<file path="src/rtl/cone_test_pkg.sv">
// Shared types and helpers for the exhaustive cone-vector sequencer and its
// companion netlist-validation harnesses.
package cone_test_pkg;

    // Sequencer phases: idle, hold a vector, sample the cone, report completion.
    typedef enum logic [1:0] {
        ST_IDLE   = 2'd0,
        ST_DRIVE  = 2'd1,
        ST_SAMPLE = 2'd2,
        ST_DONE   = 2'd3
    } seq_state_e;

    // Widest cone any harness in this family is expected to sweep.
    localparam int MAX_N_IN = 16;

    // Size of the exhaustive input space for a cone with n_in inputs.
    function automatic int unsigned vec_count(input int unsigned n_in);
        return 32'd1 << n_in;
    endfunction

    // Sweep verdict, sized for the widest supported cone so that harnesses
    // with different N_IN can share one record layout.
    typedef struct packed {
        logic                pass;
        logic [MAX_N_IN:0]   fail_count;
        logic [MAX_N_IN-1:0] first_fail_vec;
    } cone_result_t;

endpackage

</file>
<file path="src/rtl/cone_vector_sequencer_if.sv">
// Bundle between the validation harness / cone under test (master side) and
// the vector sequencer (slave side). The master side owns both the start
// controls and the cone output, because the harness is what wraps the cone.
interface cone_vector_sequencer_if
    import cone_test_pkg::*;
#(
    parameter int N_IN = 6
);
    localparam int NV = vec_count(N_IN);

    logic              start;
    logic              abort;
    logic [NV-1:0]     expected_tt;
    logic [N_IN-1:0]   cone_in;
    logic              cone_out;
    logic              busy;
    logic              done;
    logic              pass;
    logic [N_IN:0]     fail_count;
    logic [N_IN-1:0]   first_fail_vec;
    logic [NV-1:0]     captured_tt;

    modport master (
        output start, abort, expected_tt, cone_out,
        input  cone_in, busy, done, pass, fail_count, first_fail_vec, captured_tt
    );

    modport slave (
        input  start, abort, expected_tt, cone_out,
        output cone_in, busy, done, pass, fail_count, first_fail_vec, captured_tt
    );

endinterface

</file>
<file path="src/rtl/cone_settle_timer.sv">
// Load/count/expire counter that measures how long a stimulus has been held.
// Loading clears the count; while enabled it counts up and flags expiry on
// the SETTLE_CYCLES-th enabled cycle, so the caller can leave on that edge.
module cone_settle_timer #(
    parameter int SETTLE_CYCLES = 1
) (
    input  logic clk,
    input  logic rst,
    input  logic i_load,
    input  logic i_en,
    output logic o_expire
);
    localparam int CW = (SETTLE_CYCLES < 1) ? 1 : $clog2(SETTLE_CYCLES + 1);

    logic [CW-1:0] r_count;

    // Hold counter: cleared on load, counts while enabled, saturates at the limit.
    always_ff @(posedge clk) begin
        if (rst) begin
            r_count <= {CW{1'b0}};
        end else if (i_load) begin
            r_count <= {CW{1'b0}};
        end else if (i_en && (r_count != CW'(SETTLE_CYCLES))) begin
            r_count <= r_count + CW'(1);
        end else begin
            r_count <= r_count;
        end
    end

    assign o_expire = i_en && (r_count == CW'(SETTLE_CYCLES - 1));

endmodule

</file>
<file path="src/rtl/cone_vector_sequencer.sv">
// Exhaustive-vector sequencer for a small combinational cone: walks every
// input vector in ascending order, holds it for SETTLE_CYCLES, samples the
// cone output, and scores it against a truth table latched at start.
module cone_vector_sequencer
    import cone_test_pkg::*;
#(
    parameter int N_IN          = 6,
    parameter int SETTLE_CYCLES = 1
) (
    input logic                    clk,
    input logic                    rst,
    cone_vector_sequencer_if.slave bus
);
    localparam int NV = vec_count(N_IN);

    seq_state_e        r_state;
    logic [N_IN-1:0]   r_vec;
    logic [N_IN-1:0]   r_cone_in;
    logic [N_IN-1:0]   r_first;
    logic [N_IN:0]     r_fail;
    logic [NV-1:0]     r_exp_tt;
    logic [NV-1:0]     r_cap_tt;
    logic              r_busy;
    logic              r_done;
    logic              r_pass;

    logic              w_expire;
    logic              w_tmr_load;
    logic              w_tmr_en;
    logic              w_mismatch;
    logic              w_last;
    logic              w_pass_next;

    // The timer runs only while a vector is being held and is cleared in
    // every other state, so each DRIVE visit starts from a zero count.
    assign w_tmr_en   = (r_state == ST_DRIVE);
    assign w_tmr_load = (r_state != ST_DRIVE);

    cone_settle_timer #(
        .SETTLE_CYCLES (SETTLE_CYCLES)
    ) u_settle (
        .clk      (clk),
        .rst      (rst),
        .i_load   (w_tmr_load),
        .i_en     (w_tmr_en),
        .o_expire (w_expire)
    );

    assign w_mismatch  = (bus.cone_out != r_exp_tt[r_vec]);
    assign w_last      = (r_vec == N_IN'(NV - 1));
    // Verdict must include the sample taken on the same edge that enters DONE.
    assign w_pass_next = (r_fail == {(N_IN + 1){1'b0}}) && !w_mismatch;

    // Sweep FSM with registered outputs, compare logic and capture register.
    always_ff @(posedge clk) begin
        if (rst) begin
            r_state   <= ST_IDLE;
            r_vec     <= {N_IN{1'b0}};
            r_cone_in <= {N_IN{1'b0}};
            r_first   <= {N_IN{1'b0}};
            r_fail    <= {(N_IN + 1){1'b0}};
            r_exp_tt  <= {NV{1'b0}};
            r_cap_tt  <= {NV{1'b0}};
            r_busy    <= 1'b0;
            r_done    <= 1'b0;
            r_pass    <= 1'b0;
        end else begin
            r_done <= 1'b0;
            case (r_state)
                ST_IDLE: begin
                    if (bus.start) begin
                        r_exp_tt  <= bus.expected_tt;
                        r_fail    <= {(N_IN + 1){1'b0}};
                        r_first   <= {N_IN{1'b0}};
                        r_cap_tt  <= {NV{1'b0}};
                        r_pass    <= 1'b0;
                        r_vec     <= {N_IN{1'b0}};
                        r_cone_in <= {N_IN{1'b0}};
                        r_busy    <= 1'b1;
                        r_state   <= ST_DRIVE;
                    end else begin
                        r_state <= ST_IDLE;
                    end
                end
                ST_DRIVE: begin
                    if (bus.abort) begin
                        r_cone_in <= {N_IN{1'b0}};
                        r_busy    <= 1'b0;
                        r_state   <= ST_IDLE;
                    end else if (w_expire) begin
                        r_state <= ST_SAMPLE;
                    end else begin
                        r_state <= ST_DRIVE;
                    end
                end
                ST_SAMPLE: begin
                    // An abort on the sampling edge discards that sample.
                    if (bus.abort) begin
                        r_cone_in <= {N_IN{1'b0}};
                        r_busy    <= 1'b0;
                        r_state   <= ST_IDLE;
                    end else begin
                        r_cap_tt[r_vec] <= bus.cone_out;
                        if (w_mismatch) begin
                            r_fail <= r_fail + (N_IN + 1)'(1);
                            if (r_fail == {(N_IN + 1){1'b0}}) begin
                                r_first <= r_vec;
                            end else begin
                                r_first <= r_first;
                            end
                        end else begin
                            r_fail <= r_fail;
                        end
                        if (w_last) begin
                            r_busy  <= 1'b0;
                            r_done  <= 1'b1;
                            r_pass  <= w_pass_next;
                            r_state <= ST_DONE;
                        end else begin
                            r_vec     <= r_vec + N_IN'(1);
                            r_cone_in <= r_vec + N_IN'(1);
                            r_state   <= ST_DRIVE;
                        end
                    end
                end
                ST_DONE: begin
                    // Any start seen here is dropped; it must be re-raised in IDLE.
                    r_state <= ST_IDLE;
                end
                default: begin
                    r_busy    <= 1'b0;
                    r_cone_in <= {N_IN{1'b0}};
                    r_state   <= ST_IDLE;
                end
            endcase
        end
    end

    assign bus.cone_in        = r_cone_in;
    assign bus.busy           = r_busy;
    assign bus.done           = r_done;
    assign bus.pass           = r_pass;
    assign bus.fail_count     = r_fail;
    assign bus.first_fail_vec = r_first;
    assign bus.captured_tt    = r_cap_tt;

endmodule
</file>
<file path="src/flat_wrapper.sv">
// flat-port wrapper written by rule: the top's interface ports become plain ports
module cone_vector_sequencer_flat import cone_test_pkg::*;
#(
    parameter int N_IN          = 6,
    parameter int SETTLE_CYCLES = 1
)
  (clk, rst, bus_start, bus_abort, bus_expected_tt, bus_cone_out, bus_cone_in, bus_busy, bus_done, bus_pass, bus_fail_count, bus_first_fail_vec, bus_captured_tt);
  cone_vector_sequencer_if #(.N_IN(N_IN)) bus_i ();
  input logic clk;
  input logic rst;
  input wire logic [$bits(bus_i.start)-1:0] bus_start;
  input wire logic [$bits(bus_i.abort)-1:0] bus_abort;
  input wire logic [$bits(bus_i.expected_tt)-1:0] bus_expected_tt;
  input wire logic [$bits(bus_i.cone_out)-1:0] bus_cone_out;
  output wire logic [$bits(bus_i.cone_in)-1:0] bus_cone_in;
  output wire logic [$bits(bus_i.busy)-1:0] bus_busy;
  output wire logic [$bits(bus_i.done)-1:0] bus_done;
  output wire logic [$bits(bus_i.pass)-1:0] bus_pass;
  output wire logic [$bits(bus_i.fail_count)-1:0] bus_fail_count;
  output wire logic [$bits(bus_i.first_fail_vec)-1:0] bus_first_fail_vec;
  output wire logic [$bits(bus_i.captured_tt)-1:0] bus_captured_tt;
  assign bus_i.start = bus_start;
  assign bus_i.abort = bus_abort;
  assign bus_i.expected_tt = bus_expected_tt;
  assign bus_i.cone_out = bus_cone_out;
  assign bus_cone_in = bus_i.cone_in;
  assign bus_busy = bus_i.busy;
  assign bus_done = bus_i.done;
  assign bus_pass = bus_i.pass;
  assign bus_fail_count = bus_i.fail_count;
  assign bus_first_fail_vec = bus_i.first_fail_vec;
  assign bus_captured_tt = bus_i.captured_tt;
  cone_vector_sequencer #(.N_IN(N_IN), .SETTLE_CYCLES(SETTLE_CYCLES)) u_core (.clk(clk), .rst(rst), .bus(bus_i));
endmodule
</file>
<file path="config.mk">
export PLATFORM = sky130hd
export DESIGN_NAME = cone_vector_sequencer_flat
export DESIGN_NICKNAME = d
export VERILOG_FILES = /design/src/rtl/cone_test_pkg.sv /design/src/rtl/cone_vector_sequencer_if.sv /design/src/rtl/cone_settle_timer.sv /design/src/rtl/cone_vector_sequencer.sv /design/src/flat_wrapper.sv
export SDC_FILE = /design/constraint.sdc
export NUM_CORES = 1
export LEC_CHECK = 0
export BUFFER_PORTS_ARGS = -buffer_cell sky130_fd_sc_hd__buf_2
export CAP_MARGIN = 0
export CORE_MARGIN = 1.5
export CORE_UTILIZATION = 49
export CTS_CLUSTER_SIZE = 12
export DETAILED_ROUTE_END_ITERATION = 16
export PLACE_DENSITY = 0.72
export REMOVE_ABC_BUFFERS = 1
export SLEW_MARGIN = 0
export SYNTH_ARGS = -nofsm -noshare
export SYNTH_HDL_FRONTEND = slang
export SYNTH_HIERARCHICAL = 1
export SYNTH_SLANG_ARGS = --single-unit
</file>
<file path="constraint.sdc">
create_clock -name clk -period 2.65 [get_ports clk]
set_input_delay 0.265 -clock clk [delete_from_list [all_inputs] [get_ports clk]]
set_output_delay 0.265 -clock clk [all_outputs]
set_load 0.02 [all_outputs]
</file>
==> impl_summary.log <==
[metrics] number of buffers inserted by port buffering: 154
[metrics] post-CTS setup buffer count: 0
[metrics] maximum fanout along the worst path: 10
[metrics] synthesis-to-layout area growth: 23.67%
[metrics] clock-pin slew reported for the worst setup and hold paths after clock tree synthesis: 0.06 ns
[metrics] Hold Violations, Final: 0
[metrics] share of Yosys cell area claimed by the top area cell type: 0.4352
[metrics] Sw Ratio: 0.2330
[metrics] proportion of power drawn by the clock network: 0.482
[metrics] adder and majority gate portion of the synthesized area: 0.01026
[metrics] clock buffer depth: 2
[metrics] kind of cell adding the most delay to the critical path: multiplexers
[metrics] Std-Cell Core Area: 14,530 µm²
[metrics] count of pins on the block boundary: 155
[metrics] number of enable-type register cells in the synthesized netlist: 0
[metrics] gate count of the mapped netlist: 950
[metrics] weighted congestion at the end of routability-driven global placement: 0.8472
[metrics] Pint: 0.004344 W
[metrics] class of the tightest hold or removal check: in2reg
[metrics] vias per std cell: 5.630
[metrics] sum of overflow across all layers after global routing: 0
[metrics] # setup viols final: 0
[metrics] power spent charging and discharging nets: 0.001319 W
[metrics] drt wl/cell: 16.08 µm
[metrics] static power due to leakage: 3.730 nW
[metrics] Worst-Skew Late Latency: 0.43 ns
[metrics] Detailed Route Iter0 Violations: 739
[metrics] TritonCTS clock tree: built
[metrics] largest area contributor in the synthesized netlist: dfxtp_1
[metrics] die outline width: 125.2 µm
[metrics] via count of the first global-routing pass: 6,645
[metrics] Req. time, crit path: 3.01 ns
[metrics] cell area power density: 626.0 nW/µm²
[metrics] worst-case headroom to the max-slew limit: 0.5673
[metrics] actual slew at the worst max-slew pin: 0.6491 ns
[metrics] final worst hold slack: 0.06915 ns
[metrics] DRC: 0
[metrics] Final Critical Period: 2.528 ns
[metrics] fraction of the mapped netlist area in compound gates: 0.2135
[metrics] GRT Total Usage: 0.2633
[metrics] result of the run: finished, final reports clean
[metrics] Sequential Power Share: 0.440
[metrics] clock root buffer master: clkbuf_16
[metrics] slowest stage delay, CP: 0.48 ns
[metrics] basic-gate share of the synthesized area counting and, or, nand and nor cells: 0.2485
[metrics] via count: 7,206
[metrics] Max VDD drop: 0.0004830 V
[metrics] area of the die: 15,670 µm²
[metrics] Post-DP HPWL: 13,960 µm
[metrics] proportion of layout cells with a drive suffix above 1: 0.2336
[metrics] async set-or-reset flop fraction in the synthesized netlist: 0
[metrics] Setup TNS: 0 ns
[metrics] multiplexer fraction of the synthesized cell area: 0.03712
[metrics] routed wire length: 20,580 µm
[metrics] first-pass GRT wire length: 33,690 µm
[metrics] Warnings, synthesis: 6
[metrics] worst setup skew after layout: 0.008678 ns
[metrics] count of TritonRoute iterations in the first routing pass: 5
[metrics] diodes inserted: 0
[metrics] most frequent cells after synthesis: 223 x nand2_1, 159 x dfxtp_1, 99 x nor2_1
[metrics] combinational power share: 0.078
[metrics] kind of start point of the critical path: flip-flop
[metrics] achievable clock frequency: 0.3956 GHz
[metrics] H-tree levels: 4
[metrics] max-slew violations: 0
[metrics] main flop type after synthesis: dfxtp_1
[metrics] pin count of the biggest net entering global routing: 72
[metrics] CP endpoint kind: flip-flop
[metrics] critical path arrival: 2.89 ns
[metrics] fraction of the cycle the final worst path needs: 0.9539
[metrics] combinational family with the most area after synthesis: simple AND/OR/NAND/NOR gates
[metrics] XOR/XNOR Fraction of Synth Area: 0.007184
[metrics] #FFs+latches synth: 159
[metrics] initial core utilization: 0.5033
[metrics] number of nets with antenna violations after detailed routing: 0
[metrics] antenna violations before repair: 0
[metrics] floorplan row count: 44
[metrics] synth top area cells: dfxtp_1 44%, nand2_1 11%, a21oi_1 6.7%, a22oi_1 6.7%, nor2_1 5.1%
[metrics] Die H: 125.2 µm
[metrics] slowest stage cell on the critical path: mux4_2
[metrics] combined buffer and inverter count along the critical path: 1
[metrics] number of sinks driven by the clock tree: 159
[metrics] Avg Inst Size Synth: 7.699 µm²
[metrics] part of the Yosys area used for sequential elements: 0.4352
[metrics] total of max-cap violations: 0
[metrics] library cell with the highest instance count after synthesis: nand2_1
[metrics] # nets final: 1,158
[metrics] chain of cells forming the critical path: buf_12 -> mux4_2 -> a221o_1 -> o21ai_2 -> nand4_2 -> mux2_2 -> nand2_4 -> or3_1 -> a21oi_1
[metrics] TritonCTS buffer count: 17
[metrics] critical path class: reg2reg
[metrics] count of unique library cells instantiated by Yosys: 53
[metrics] netlist area before placement: 7315 µm²
per-stage QoR:
step | worst slack, ns | instances | util | power (W) | area, µm²
finish | 0.1222 | 1280 | 0.6224 | 0.005663 | 9046
floorplan | -5.006 | 873 | - | 0.002815 | 6999
global placement | 0.04392 | 1248 | 0.5737 | 0.002974 | 8338
global route | -0.004550 | 1280 | 0.6224 | 0.005863 | 9046
CTS | 0.04925 | 1280 | 0.6200 | 0.005683 | 9011
detailed placement | -0.007352 | 1248 | 0.5737 | 0.002981 | 8338
per-layer routing:
metal,part of all wire,global-route usage
met1,0.47,0.3674
met2,0.45,0.4108
met3,0.061,0.04835
met4,0.020,0.09158
met5,0,0
state kept, by name, indices dropped and copies added, names as in the netlist:
| name | cells |
|---|---|
| u_core/bus.busy | 1 |
| u_core/bus.captured_tt | 64 |
| u_core/bus.cone_in | 6 |
| u_core/bus.done | 1 |
| u_core/bus.fail_count | 7 |
| u_core/bus.first_fail_vec | 6 |
| u_core/bus.pass | 1 |
| u_core/r_exp_tt | 64 |
| u_core/r_state | 2 |
| u_core/r_vec | 6 |
| u_core/u_settle/r_count | 1 |
power groups by stage:
stage	logic (W)	clock network (W)	registers (W)
CTS	0.000438	0.00275	0.00249
floorplan	0.000282	0	0.00253
detailed placement	0.000435	0	0.00255
finish	0.000444	0.00273	0.00249
global route	0.000502	0.00286	0.00250
global placement	0.000429	0	0.00255
cells in the final DEF, fill, tap and decap left out, types with 5 or more instances in the layout:
cell	count
nor2_1	99
mux4_2	8
nand2_1	221
a22oi_1	65
ha_1	5
nand3b_1	11
or3b_2	5
buf_2	153
inv_1	10
nor3b_1	6
a21oi_1	98
mux2i_1	8
nor4b_1	6
clkbuf_16	17
buf_4	35
a211o_1	7
bufinv_16	5
nor3_1	9
dfxtp_1	156
nand3_1	19
o21ai_0	72
or3_1	7
area by class of cell:
type                    instances  area, µm²
flip-flops and latches        159       3189
clock inverters                12      206.4
fillers                      1333       5488
clock buffers                  20      456.7
inverters                      10      37.54
well taps                     184      230.2
repair buffers                191       1089
multi-input cells             704       3837
what timing repair did:
item                       4_1_cts  5_1_grt
hold buffers                     0        0
pin swaps                        0        1
setup endpoints to repair        4        7
gates resized for setup          2        8
worst min-delay path, stage by stage:
cell and delay (ns):
buf_2 0.09, nand2_1 0.04, a21oi_1 0.05
path summary, 6_finish.rpt:
| check | startpoint | end | slack, ns | cells after the start |
|---|---|---|---|---|
| max | u_core/r_vec[0] | u_core/bus.fail_count[3] | 0.12 | 9 |
| min | bus_expected_tt[52] | u_core/r_exp_tt[52] | 0.07 | 3 |
| max reg2reg | u_core/r_vec[0] | u_core/bus.fail_count[3] | 0.12 | 9 |
| min reg2reg | u_core/r_exp_tt[38] | u_core/r_exp_tt[38] | 0.45 | 2 |
logic make-up (layout without fill, tap and decap cells):
group,Yosys count,count (layout)
buf+inv,87,233
flops,159,159
compound gates,262,262
xor+xnor,6,6
fa+ha+maj,6,6
mux,17,17
simple gates,413,413
Power figures use the tool's default switching activity.
